===== config.mk =====
export PLATFORM = sky130hd
export DESIGN_NAME = cpu_trace_capture
export DESIGN_NICKNAME = d
export VERILOG_FILES = /design/src/rtl/cpu_trace_capture.sv
export SDC_FILE = /design/constraint.sdc
export NUM_CORES = 1
export LEC_CHECK = 0
export ABC_AREA = 1
export CAP_MARGIN = 5
export CORE_MARGIN = 4
export CORE_UTILIZATION = 35
export CTS_BUF_LIST = sky130_fd_sc_hd__clkbuf_4 sky130_fd_sc_hd__clkbuf_8
export DETAILED_ROUTE_END_ITERATION = 7
export GPL_ROUTABILITY_DRIVEN = 0
export GPL_TIMING_DRIVEN = 0
export SLEW_MARGIN = 20
export SYNTH_ARGS = -nofsm -noshare
export SYNTH_HDL_FRONTEND = slang
export SYNTH_SLANG_ARGS = --single-unit

===== constraint.sdc =====
create_clock -name clk -period 8.6 [get_ports clk]
set_input_delay 2.58 -clock clk [delete_from_list [all_inputs] [get_ports clk]]
set_output_delay 2.58 -clock clk [all_outputs]
set_load 0.02 [all_outputs]

===== src/rtl/cpu_trace_capture.sv =====
// cpu_trace_capture: samples committed pc/instruction pairs into an on-chip
// buffer, detects a halt (core spinning on one PC), and replays the buffer
// oldest-first over a pop handshake once capture has stopped.
//
// Optional feature macro: TRACE_WRAP_EN
//   defined   -> the buffer is a ring; a full buffer overwrites its oldest entry
//                and capture continues until halt or stop.
//   undefined -> capture ends when the buffer fills.
//
// Readout handshake: rd_req is a request, not a ready. It is honoured only in
// DONE with count > 0 and never when arm is high in the same cycle. An honoured
// request at edge N yields rd_valid = 1 with rd_pc/rd_instr for exactly the one
// cycle after edge N. Requests may be held high to pop every cycle.
// The FSM state is visible on the state output (00 IDLE, 01 CAPTURE, 10 DONE).
module cpu_trace_capture #(
    parameter int WORD_WIDTH  = 32,
    parameter int DEPTH       = 16,
    parameter int STALL_LIMIT = 8
) (
    input  logic                    clk,
    input  logic                    rst,
    input  logic                    arm,
    input  logic                    stop,
    input  logic                    valid_in,
    input  logic [WORD_WIDTH-1:0]   pc_in,
    input  logic [WORD_WIDTH-1:0]   instr_in,
    input  logic                    rd_req,
    output logic                    rd_valid,
    output logic [WORD_WIDTH-1:0]   rd_pc,
    output logic [WORD_WIDTH-1:0]   rd_instr,
    output logic [$clog2(DEPTH):0]  count,
    output logic [1:0]              state,
    output logic                    halted,
    output logic                    overflow
);

    localparam int AW = $clog2(DEPTH);
    localparam int CW = AW + 1;
    localparam int SW = $clog2(STALL_LIMIT + 1);

    typedef enum logic [1:0] {
        ST_IDLE    = 2'b00,
        ST_CAPTURE = 2'b01,
        ST_DONE    = 2'b10
    } state_t;

    state_t cur_state;
    state_t nxt_state;

    logic [WORD_WIDTH-1:0] pc_mem    [DEPTH];
    logic [WORD_WIDTH-1:0] instr_mem [DEPTH];

    logic [AW-1:0]         wr_ptr;
    logic [AW-1:0]         rd_ptr;
    logic [WORD_WIDTH-1:0] prev_pc;
    logic                  have_prev;
    logic [SW-1:0]         stall_cnt;

    logic                  in_capture;
    logic                  full;
    logic                  arm_ok;
    logic                  cap_write;
    logic                  cap_drop;
    logic                  wrap_write;
    logic                  fill_done;
    logic [SW-1:0]         stall_next;
    logic                  halt_hit;
    logic                  pop;

    assign state = cur_state;

    // Capture/readout qualifiers and stall-counter lookahead for this cycle.
    always_comb begin
        in_capture = (cur_state == ST_CAPTURE);
        full       = (count == CW'(DEPTH));
        arm_ok     = arm && (cur_state != ST_CAPTURE);
`ifdef TRACE_WRAP_EN
        cap_write  = in_capture && valid_in;
        cap_drop   = 1'b0;
        wrap_write = cap_write && full;
        fill_done  = 1'b0;
`else
        cap_write  = in_capture && valid_in && !full;
        cap_drop   = in_capture && valid_in && full;
        wrap_write = 1'b0;
        fill_done  = cap_write && (count == CW'(DEPTH - 1));
`endif
        // The first sample of a capture has no predecessor and always starts a run of 1.
        stall_next = SW'(1);
        if (have_prev && (pc_in == prev_pc)) begin
            stall_next = stall_cnt + 1'b1;
        end
        halt_hit = cap_write && (stall_next == SW'(STALL_LIMIT));
        pop      = (cur_state == ST_DONE) && rd_req && (count != '0) && !arm;
    end

    // State register.
    always_ff @(posedge clk) begin
        if (rst) begin
            cur_state <= ST_IDLE;
        end else begin
            cur_state <= nxt_state;
        end
    end

    // Next-state logic: arm starts a capture, stop/halt/fill end it.
    always_comb begin
        nxt_state = cur_state;
        unique case (cur_state)
            ST_IDLE: begin
                if (arm) nxt_state = ST_CAPTURE;
            end
            ST_CAPTURE: begin
`ifdef TRACE_WRAP_EN
                if (stop || halt_hit) nxt_state = ST_DONE;
`else
                if (stop || halt_hit || fill_done || full) nxt_state = ST_DONE;
`endif
            end
            ST_DONE: begin
                if (arm) nxt_state = ST_CAPTURE;
            end
            default: nxt_state = ST_IDLE;
        endcase
    end

    // Buffer storage; contents are don't-care after reset, so no reset here.
    always_ff @(posedge clk) begin
        if (cap_write) begin
            pc_mem[wr_ptr]    <= pc_in;
            instr_mem[wr_ptr] <= instr_in;
        end
    end

    // Pointers, occupancy, halt detection, flags and the registered pop output.
    always_ff @(posedge clk) begin
        if (rst) begin
            wr_ptr    <= '0;
            rd_ptr    <= '0;
            count     <= '0;
            prev_pc   <= '0;
            have_prev <= 1'b0;
            stall_cnt <= '0;
            halted    <= 1'b0;
            overflow  <= 1'b0;
            rd_valid  <= 1'b0;
            rd_pc     <= '0;
            rd_instr  <= '0;
        end else begin
            rd_valid <= 1'b0;
            if (arm_ok) begin
                // A new capture starts from an empty buffer with clean flags.
                wr_ptr    <= '0;
                rd_ptr    <= '0;
                count     <= '0;
                have_prev <= 1'b0;
                stall_cnt <= '0;
                halted    <= 1'b0;
                overflow  <= 1'b0;
            end else begin
                if (cap_write) begin
                    wr_ptr    <= wr_ptr + 1'b1;
                    prev_pc   <= pc_in;
                    have_prev <= 1'b1;
                    stall_cnt <= stall_next;
                    if (wrap_write) begin
                        // Ring is full: the oldest entry is overwritten, so the
                        // read pointer moves past it and occupancy stays at DEPTH.
                        rd_ptr   <= rd_ptr + 1'b1;
                        overflow <= 1'b1;
                    end else begin
                        count <= count + 1'b1;
                    end
                end
                if (halt_hit) begin
                    halted <= 1'b1;
                end
                if (cap_drop) begin
                    overflow <= 1'b1;
                end
                if (pop) begin
                    rd_valid <= 1'b1;
                    rd_pc    <= pc_mem[rd_ptr];
                    rd_instr <= instr_mem[rd_ptr];
                    rd_ptr   <= rd_ptr + 1'b1;
                    count    <= count - 1'b1;
                end
            end
        end
    end

endmodule

==> impl_metrics.csv <==
group,metric,value,unit
routing,wl,136000,um
clocking,cts_buffer_depth,3,
global_route,grt_max_degree,24,
power_and_ir_drop,powerDensity,205,nW/um^2
global_route,grtUsageTotal,20.0,%
worst_setup_path,critPathKind,"input port to register",
routing,vias,30300,
cells_and_area,drive_gt1_share,11.4,%
sta,max_freq,174,MHz
logic_synthesis,ys_ff_latch,1143,
die,ioPinCount,144,
die,core_area,126000,sq um
power_and_ir_drop,peakVddDrop,0.113,mV
sta,rsz0062_at_grt,"no",
sta,period_share,66.9,%
cells_and_area,mostFrequentLayoutCells,"edfxtp_1, nor2_1, o21ai_0, o22ai_1, clkbuf_8",
logic_synthesis,yosys.area.top_type,"edfxtp_1",
routing,drc,0,
sta,period_minus_slack,5750,ps
global_route,grt_pass1_wl,197000,um
clocking,htree_levels,4,
logic_synthesis,synth_area_leaders,"edfxtp_1, nor2_1, o21ai_0",
logic_synthesis,syn_avg_cell_area,12.5,sq um
global_route,use_met2,33.1,%
die,die_area,133000,sq um
sta,worst_pin_slew,1150,ps
sta,hold_violations,0,
clocking,cts_sinks,1143,
clocking,cts_setup_buffers,0,
clocking,clock_latency,860,ps
sta,setup_viol_count_final,0,
routing,ant_nets,0,
clocking,cts-root-buf,"clkbuf_8",
power_and_ir_drop,p_leak,17.9,nW
clocking,cts_resized,0,
global_route,top_usage_layer,"met2",
clocking,cts_tree,"built",
worst_setup_path,cp-end-kind,"register",
cells_and_area,final_util,41.9,%
die,die_height,365,um
power_and_ir_drop,seqPwrFrac,56.2,%
run_status,status,"complete, no violations",
min_path,worstHoldStart,"prev_pc[6]$_SDFFE_PP0P_",
power_and_ir_drop,combPwrFrac,2.4,%
clocking,clk_pin_slew,60,ps
worst_setup_path,cp-startpoint,"arm",
cells_and_area,final_common_cell,"edfxtp_1",
routing,dr.pass1.iters,5,
min_path,worstHoldPathType,"register to register",
power_and_ir_drop,p_int,8.56,mW
logic_synthesis,synth_nets,3644,
global_route,grt_overflow,0,
clocking,ctsHoldBuffers,0,
power_and_ir_drop,clkPwrFrac,41.4,%
logic_synthesis,synth_warnings,0,
die,dieWidth,365,um
worst_setup_path,cp.required,9370,ps
global_route,use_met3,3.39,%
die,initial_core_util,35.4,%
sta,holdWs,469,ps
routing,drt_iter0_drc,3472,
worst_setup_path,critPathArrivalTime,6530,ps
clocking,cts_buffers,176,
logic_synthesis,synthesis.area,44600,sq um
sta,relSlewSlack,23.1,%
sta,final.setup_skew,35.6,ps
power_and_ir_drop,p_switching,2.28,mW
worst_setup_path,cp-start-kind,"input port",
logic_synthesis,ys_seq_area_share,74.3,%
power_and_ir_drop,switching_share,21.0,%
routing,detail_route.wl_per_cell,23.7,um
logic_synthesis,synth_top_area_share,69.0,%
die,placementRows,130,
cells_and_area,nNetsFinal,4015,
power_and_ir_drop,total_power,10.8,mW
logic_synthesis,ys_types,35,
cells_and_area,area_growth,18.4,%
global_route,grt_use_met1,26.7,%
cells_and_area,nFillCells,11600,
routing,via_per_inst,5.30,
sta,slew_viol_final,0,
global_route,grt_pass1_vias,29700,
global_route,antenna_found_initial,3,
min_path,holdPathStages,2,
job,cap_violations,0,
worst_setup_path,reg2reg_from,"count[1]$_SDFFE_PP0P_",
logic_synthesis,synthCells,3564,
placement,dp_hpwl,92100,um
worst_setup_path,crit_fanout,12,
placement,portBuffers,143,
sta,setup_tns,0,ps
worst_setup_path,rr_worst_depth,14,
## critical path, stage by stage
cell and delay [ps]:
clkdlybuf4s50_1 480, nor3_1 220, nand2_1 550, inv_2 710, buf_2 390, buf_2 380, ha_1 350, nand2_1 80
nor2_1 40, a211oi_1 240, nand2_1 70, o21ai_0 130, o21ai_0 110, a21oi_1 140
## cells in the mapped netlist, drive strengths merged
cell type and instances:
o211ai 11, o22ai 272, dfxtp 119, nand2 92, nand3b 3, o21ai 717
o21a 1, fa 1, nand4 7, nand3 39, edfxtp 1024, nor3b 1
a31oi 1, buf 103, nor3 2, nor2 791, xor2 4, o221ai 40
a211oi 1, inv 130, clkbuf 142, or2 2, ha 9, a21oi 43
xnor2 9
## final timing paths
path	endpoint	slack, ps
hold / removal	prev_pc[6]$_SDFFE_PP0P_	470
hold reg to reg	prev_pc[6]$_SDFFE_PP0P_	470
setup reg to reg	count[4]$_SDFFE_PP0P_	4690
setup / recovery	count[4]$_SDFFE_PP0P_	2850
## power groups by stage
stage          sequential [mW]  clock (mW)  combinational (mW)
3_3_place_gp              6.20           0               0.251
5_1_grt                   6.08        4.83               0.286
6_report                  6.08        4.49               0.261
2_1_floorplan             6.20           0              0.0864
4_1_cts                   6.08        4.57               0.263
3_5_place_dp              6.20           0               0.262
## state kept, by name, summed over array words and instances, names as in the netlist, 2 cells and up
| signal | cells |
|---|---|
| prev_pc | 32 |
| instr_mem | 512 |
| wr_ptr | 4 |
| pc_mem | 512 |
| stall_cnt | 4 |
| state | 2 |
| rd_pc | 32 |
| rd_ptr | 4 |
| count | 5 |
| rd_instr | 32 |
## logic make-up after synthesis
group,count (synthesis),share of synthesized area (%)
compound gates,1086,13.4
buf+inv,375,3.65
simple gates,937,8.10
fa+ha+maj,10,0.298
xor+xnor,13,0.255
flops,1143,74.3
## cell type report
type,count,area [sq um],share of cell area (%)
multi-input combinational,2046,9940,18.8
clock inverter,54,382,0.723
tap,1650,2060,3.91
sequential,1143,33100,62.8
buffer,245,1140,2.16
inverter,130,490,0.929
clock buffer,255,3070,5.82
antenna,4,10.0,0.0190
timing repair buffer,193,2550,4.83
## through the flow
| step | instance area (sq um) | cells | worst slack (ps) |
|---|---|---|---|
| after global routing | 52800 | 5718 | 2670 |
| after CTS | 52800 | 5716 | 2870 |
| after global placement | 48100 | 5357 | -1790 |
| after floorplan | 44600 | 3564 | 2180 |
| final | 52800 | 5720 | 2850 |
| after detailed placement | 49300 | 5407 | 1960 |
## metal layers
layer | vias up | wire length [um]
li1 | 13800 | -
met1 | 15000 | 55900
met4 | 0 | 4020
met2 | 1322 | 65000
met5 | - | 0
met3 | 211 | 10600
Note: power is estimated with default switching activity, not from simulation.
